### src/rtl/pc_pkg.sv
// pc_pkg: shared PC generator constants and next-PC source encoding.
package pc_pkg;
    localparam int          PC_XLEN         = 32;
    localparam logic [31:0] PC_RESET_VECTOR = 32'h0100_0000;
    localparam logic [31:0] PC_TRAP_VECTOR  = 32'h0000_0100;
    typedef enum logic [2:0] {
        SRC_HOLD,
        SRC_SEQ,
        SRC_JMP,
        SRC_RET,
        SRC_BR,
        SRC_TRAP
    } pc_src_e;
endpackage

### src/rtl/pc_ras.sv
// pc_ras: circular return-address stack; a push when full overwrites the oldest entry.
module pc_ras #(
    parameter int WIDTH = 32,
    parameter int DEPTH = 4
) (
    input  logic             clk,
    input  logic             rst,
    input  logic             push,
    input  logic             pop,
    input  logic [WIDTH-1:0] din,
    output logic [WIDTH-1:0] top,
    output logic             empty,
    output logic             full
);
    localparam int PW = $clog2(DEPTH);
    logic [WIDTH-1:0] r_mem [DEPTH];
    logic [PW-1:0]    r_ptr;
    logic [PW:0]      r_cnt;
    logic [PW-1:0]    w_top_idx;
    assign w_top_idx = r_ptr - 1'b1;
    assign top   = r_mem[w_top_idx];
    assign empty = r_cnt == '0;
    assign full  = r_cnt == (PW+1)'(DEPTH);
    // pop+push on a non-empty stack rewrites the top in place
    always_ff @(posedge clk) begin
        if (!rst && push)
            r_mem[(pop && !empty) ? w_top_idx : r_ptr] <= din;
    end
    always_ff @(posedge clk) begin
        if (rst) begin
            r_ptr <= '0;
            r_cnt <= '0;
        end else if (push && !(pop && !empty)) begin
            r_ptr <= r_ptr + 1'b1;
            r_cnt <= full ? r_cnt : r_cnt + 1'b1;
        end else if (pop && !push && !empty) begin
            r_ptr <= w_top_idx;
            r_cnt <= r_cnt - 1'b1;
        end
    end
endmodule

### src/rtl/pc_gen.sv
// pc_gen: program counter with prioritized redirects and misalign trapping.
// Define PC_GEN_RAS_EN to build the return-address stack; otherwise call/ret act as jmp.
module pc_gen
    import pc_pkg::*;
#(
    parameter int              XLEN         = PC_XLEN,
    parameter logic [XLEN-1:0] RESET_VECTOR = XLEN'(PC_RESET_VECTOR),
    parameter logic [XLEN-1:0] TRAP_VECTOR  = XLEN'(PC_TRAP_VECTOR),
    parameter int              INSTR_BYTES  = 4,
    parameter int              RAS_DEPTH    = 4
) (
    input  logic            clk,
    input  logic            rst,
    input  logic            fetch_ready,
    input  logic            stall,
    input  logic            trap,
    input  logic            br_taken,
    input  logic [XLEN-1:0] br_target,
    input  logic            jmp,
    input  logic            call,
    input  logic            ret,
    input  logic [XLEN-1:0] jmp_target,
    output logic [XLEN-1:0] pc_out,
    output logic            pc_valid,
    output logic            misalign,
    output logic            ras_empty
);
    localparam logic [XLEN-1:0] ALIGN_MASK = XLEN'(INSTR_BYTES - 1);
    if (RAS_DEPTH < 2 || (RAS_DEPTH & (RAS_DEPTH - 1)) != 0 ||
        INSTR_BYTES < 1 || (INSTR_BYTES & (INSTR_BYTES - 1)) != 0) begin : g_bad_param
        $error("pc_gen: RAS_DEPTH and INSTR_BYTES must be powers of two");
    end
    logic [XLEN-1:0] r_pc;
    logic            r_valid, r_mis;
    pc_src_e         w_src;
    logic [XLEN-1:0] w_seq, w_ras_top, w_ret_tgt, w_redir_tgt, w_next;
    logic            w_ras_empty, w_redir, w_mis;
    assign w_seq       = r_pc + XLEN'(INSTR_BYTES);
    assign w_src       = trap ? SRC_TRAP :
                         br_taken ? SRC_BR :
                         ret ? SRC_RET :
                         (call || jmp) ? SRC_JMP :
                         (r_valid && fetch_ready && !stall) ? SRC_SEQ : SRC_HOLD;
    assign w_ret_tgt   = w_ras_empty ? jmp_target : w_ras_top;
    assign w_redir_tgt = (w_src == SRC_BR) ? br_target : (w_src == SRC_RET) ? w_ret_tgt : jmp_target;
    assign w_redir     = w_src inside {SRC_BR, SRC_RET, SRC_JMP};
    assign w_mis       = w_redir && |(w_redir_tgt & ALIGN_MASK);
    assign w_next      = (w_src == SRC_TRAP || w_mis) ? TRAP_VECTOR :
                         w_redir ? w_redir_tgt :
                         (w_src == SRC_SEQ) ? w_seq : r_pc;
`ifdef PC_GEN_RAS_EN
    logic w_push, w_pop, w_unused_full;
    // stack only moves when call/ret actually won the PC arbitration
    assign w_push = call && (w_src == SRC_RET || w_src == SRC_JMP);
    assign w_pop  = (w_src == SRC_RET) && !w_ras_empty;
    pc_ras #(.WIDTH(XLEN), .DEPTH(RAS_DEPTH)) u_ras (
        .clk   (clk),
        .rst   (rst),
        .push  (w_push),
        .pop   (w_pop),
        .din   (w_seq),
        .top   (w_ras_top),
        .empty (w_ras_empty),
        .full  (w_unused_full)
    );
`else
    assign w_ras_empty = 1'b1;
    assign w_ras_top   = w_seq;
`endif
    always_ff @(posedge clk) begin
        if (rst) begin
            r_pc    <= RESET_VECTOR;
            r_valid <= 1'b0;
            r_mis   <= 1'b0;
        end else begin
            r_pc    <= w_next;
            r_valid <= 1'b1;
            r_mis   <= w_mis;
        end
    end
    assign pc_out    = r_pc;
    assign pc_valid  = r_valid;
    assign misalign  = r_mis;
    assign ras_empty = w_ras_empty;
endmodule

### config.mk
export PLATFORM = sky130hd
export DESIGN_NAME = pc_gen
export DESIGN_NICKNAME = d
export VERILOG_FILES = /design/src/rtl/pc_pkg.sv /design/src/rtl/pc_ras.sv /design/src/rtl/pc_gen.sv
export SDC_FILE = /design/constraint.sdc
export NUM_CORES = 1
export LEC_CHECK = 0
export ABC_AREA = 1
export BUFFER_PORTS_ARGS = -buffer_cell sky130_fd_sc_hd__buf_2
export CAP_MARGIN = 10
export CORE_UTILIZATION = 45
export CTS_CLUSTER_DIAMETER = 80
export DETAILED_ROUTE_END_ITERATION = 8
export PLACE_DENSITY = 0.9
export SYNTH_ARGS = -nofsm -noshare
export SYNTH_HDL_FRONTEND = slang
export SYNTH_SLANG_ARGS = --single-unit
### constraint.sdc
create_clock -name clk -period 1.4 [get_ports clk]
set_input_delay 0.28 -clock clk [delete_from_list [all_inputs] [get_ports clk]]
set_output_delay 0.28 -clock clk [all_outputs]
set_load 0.01 [all_outputs]
# After elaboration in Yosys (flattened, before gate mapping)
# Index checks and enable logic that the tools add are counted.
# totals
latchBits	0
reg_bits	34
elab_cells	31
rom_bits	0
ramBits	0
memories	0
output_inout_bits	35
input_bits	73
# op_classes
div	0
shifts	0
n_eq_ne	5
bitwise	0
n_lt_le_gt_ge	0
addsub	1
n_mux	10
multipliers	0
reduce_logical	11
# ops
cell	n
32-bit two-way mux	3
32-bit by 3-bit adder with 32-bit output, second input constant	1
25-bit two-way mux	1
3-bit by 2-bit equality test with 1-bit output, second input constant	2
3-bit equality test, second input constant	2
3-bit two-way mux	2
3-bit nonzero test	2
2-bit two-way mux	2
2-bit OR reduction	2
3-bit by 1-bit equality test with 1-bit output, second input constant	1
1-bit logical AND	3
1-bit logical OR	2
1-bit two-way mux	2
2-bit nonzero test	1
1-bit zero test	1

# Longest topological paths before layout
# depth
word_depth	13
mapped_depth	11
depth_no_buf	10

# Least setup slack after synthesis
# No wires, ideal clock.
# synth_path
path_type	register -> register
from	reg r_pc[2] (netlist: pc_out[2])
to	reg r_pc[22] (netlist: pc_out[22])
setup_time_ps	115
required_ps	1285
arrival_time_ps	1573
path_stages_with_launch	11
slack_ps	-288
path_buffers	0
path_cell_list	dfxtp_1 > ha_1 > nand3_1 > nor2_2 > nand2_1 > nor3_2 > nand3_1 > nand2_1 > nand2_1 > nand2_1 > nor2_1
# synth_via
elab_chain_len	3
# synth_rtl
item	line	text
from (decl)	pc_gen.sv:33	logic [XLEN-1:0] r_pc;
from (signal assigned)	pc_gen.sv:76	r_pc <= w_next;
32-bit by 3-bit adder with 32-bit output	pc_gen.sv:38	assign w_seq = r_pc + XLEN'(INSTR_BYTES);
32-bit two-way mux	pc_gen.sv:50	(w_src == SRC_SEQ) ? w_seq : r_pc;
32-bit two-way mux	pc_gen.sv:49	w_redir ? w_redir_tgt :
# Every way passes these cells. The select of a mux whose other input is x is not followed.
# A chain may end at the register's enable or synchronous reset.

# Worst setup path after layout
# layout_path
from	reg r_pc[2] (netlist: pc_out[2])
to	reg r_pc[12] (netlist: pc_out[12])
# The elaborated chain is that of the path after synthesis.

==> flow_metrics.env <==
export IMPL_grt_pass1_wl_um=15800
export IMPL_hold_class="in2reg"
export IMPL_cts_tree="built"
export IMPL_crit_arrival_ns=1.69
export IMPL_place_inst=717
export IMPL_cts_sinks=34
export IMPL_firstDrtPassIters=5
export IMPL_whs_ns=0.198
export IMPL_end_kind="register"
export IMPL_synth_nets=556
export IMPL_grt_overflow_total=0
export IMPL_clkLatencyLatePin_ns=0.29
export IMPL_dieArea_um2=6450
export IMPL_routed_wl_um=10500
export IMPL_start_util=0.466
export IMPL_grt_pass1_vias=3475
export IMPL_power_density_nw_per_um2=654
export IMPL_place_congestion=0.902
export IMPL_ys_top_cells_by_area="dfxtp_1 25%, nand2_1 24%, nor2_1 9.8%"
export IMPL_wl_per_cell_um=14.4
export IMPL_vdd_drop_max_mv=0.540
export IMPL_drc=0
export IMPL_vias=3927
export IMPL_worst_path_max_fanout=4
export IMPL_cap_violations=0
export IMPL_die_height_um=80.3
export IMPL_coreArea_um2=5920
export IMPL_grt_max_degree=26
export IMPL_tns_ns=-0.268
export IMPL_portBuffers=106
export IMPL_pin_count=108
export IMPL_yosysSeqAreaShare=0.247
export IMPL_ys_async_sr_fraction=0
export IMPL_synth_area_um2=2760
export IMPL_yosysWarnings=0
export IMPL_startpoint_type="register"
export IMPL_instances_no_fill=732
export IMPL_drt_iter0_drc=292
export IMPL_final_hold_viol_count=0
export IMPL_cp_required_ns=1.61
export IMPL_place_hpwl_um=7760
export IMPL_synth_ff_type="dfxtp_1"
export IMPL_finalSetupViolCount=9
export IMPL_layout_area_overhead_vs_synth_pct=57.9
export IMPL_synth_edf_count=0
export IMPL_ant_nets=0
export IMPL_netlist_top_cell_by_area="dfxtp_1"
export IMPL_yosys_register_bits=34
export IMPL_leakage_nw=1.92
export IMPL_nets=730
export IMPL_drive_gt1_frac=0.466
export IMPL_num_antenna_cells=0
export IMPL_status="finished with violations"
export IMPL_crit_type="reg2reg"
export IMPL_setup_ws_ns=-0.0773
export IMPL_finalCriticalPeriod_ns=1.48
export IMPL_fmax_mhz=677
export IMPL_synth_top_area_frac=0.247
export IMPL_syn_avg_cell_area_um2=5.73
export IMPL_synth_cell_type_count=33
export IMPL_worstRegToRegCells=8
export IMPL_cts_root_buffer="clkbuf_8"
export IMPL_die_x_um=80.3
export IMPL_finalPower_mw=2.85
export IMPL_syn_inst=482
export IMPL_min_period_over_period=1.06
export IMPL_rows=28
export IMPL_whs_path_depth=2
export IMPL_cts_buffers_inserted=5
export IMPL_cts_max_level=2
export IMPL_antenna_found_initial=0
export IMPL_preCtsSetupSlack_ns=-0.161
export IMPL_grt_setup_unrepaired="yes"
export IMPL_fin_skew_ns=0.00859
export IMPL_failed_checks="negative setup slack"
export IMPL_clockBufferDepth=2
export IMPL_final_max_slew_viol_count=0
export IMPL_track_usage=0.316
export IMPL_path_clk_slew_ns=0.08
export IMPL_avgViaCountPerCell=5.36
## state kept, by name (all words and copies together), names as in the netlist, named ones only
name and cells:
pc_valid 1, pc_out 30, misalign 1
## path summary, 6_finish.rpt
path                                 from          to  slack, ns
worst max-delay path            pc_out[2]  pc_out[12]      -0.08
worst min-delay path                  rst   pc_out[8]       0.20
worst max register to register  pc_out[2]  pc_out[12]      -0.08
worst min register to register   register    register       0.47
## layout make-up
cell class                      instances  area [um^2]
Multi-Input combinational cell        395         2080
Fill cell                             460         1560
Timing Repair Buffer                  188         1200
Sequential cell                        34          724
Inverter                               32          123
Tap cell                               75         93.8
Clock buffer                            6         82.6
Clock inverter                          2         60.1
## worst max-delay path, cell delays in order (launching register included)
cell,delay [ns]
dfxtp_4,0.40
ha_4,0.16
nand3_4,0.08
nor2_4,0.11
nand2_2,0.09
buf_4,0.14
nor3_2,0.16
o21ai_1,0.11
a21oi_2,0.15
## logic make-up after synthesis
logic type / count (synthesis) / synth area share
adder cells (fa/ha/maj): 1 / 0.00453
other: 1 / 0.00136
AO/OA/AOI/OAI: 75 / 0.172
buffers and inverters: 53 / 0.0848
AND/OR/NAND/NOR: 313 / 0.475
flip-flops: 34 / 0.247
XOR/XNOR: 5 / 0.0159
## synthesized netlist by cell type (2+ instances only)
cell type / count
inv_2: 5
nand3_1: 45
o211ai_1: 4
nor3_1: 5
xnor2_1: 2
nand2_1: 173
nand3b_1: 9
nor2_2: 2
a31oi_1: 10
a21oi_2: 18
dfxtp_1: 34
xor2_1: 3
buf_6: 2
inv_1: 27
clkbuf_1: 4
nor2_1: 72
buf_2: 13
o21ai_0: 23
a21oi_1: 17
## where the power goes
part	leakage [nW]	switching, mW	total (mW)	internal [mW]
clock network	0.0714	0.412	1.17	0.761
logic	1.56	0.355	0.649	0.294
registers	0.288	0.0362	1.03	0.991
## metrics by stage
step	util	instance area, um^2
2_1_floorplan	-	2810
6_report	0.736	4360
3_5_place_dp	0.664	3930
4_1_cts	0.698	4130
3_3_place_gp	0.664	3930
5_1_grt	0.736	4360
## routing by layer
layer  vias to the layer above  global-route usage  share of wire
met3                        39              0.0466          0.057
met1                      1806               0.380           0.41
met5                         -                   0              0
met4                         0               0.104          0.030
met2                       167               0.572           0.50
li1                       1915                   -              -
## what timing repair did
| action | CTS | global route |
|---|---|---|
| setup endpoints to repair | 20 | 28 |
| pin swaps | 6 | 13 |
| gates resized for setup | 19 | 75 |
| buffers inserted | 2 | 5 |
| hold buffers | 0 | 0 |
## cells in the final DEF, fill, tap and decap left out, types with 16 or more instances in the layout
master,count
buf_2,106
inv_1,24
buf_4,77
o21ai_0,17
nand3_1,40
a21oi_2,20
nor2_1,44
nand2_1,157
nor2_2,23
nand2_2,16
Power figures use the tool's default switching activity.
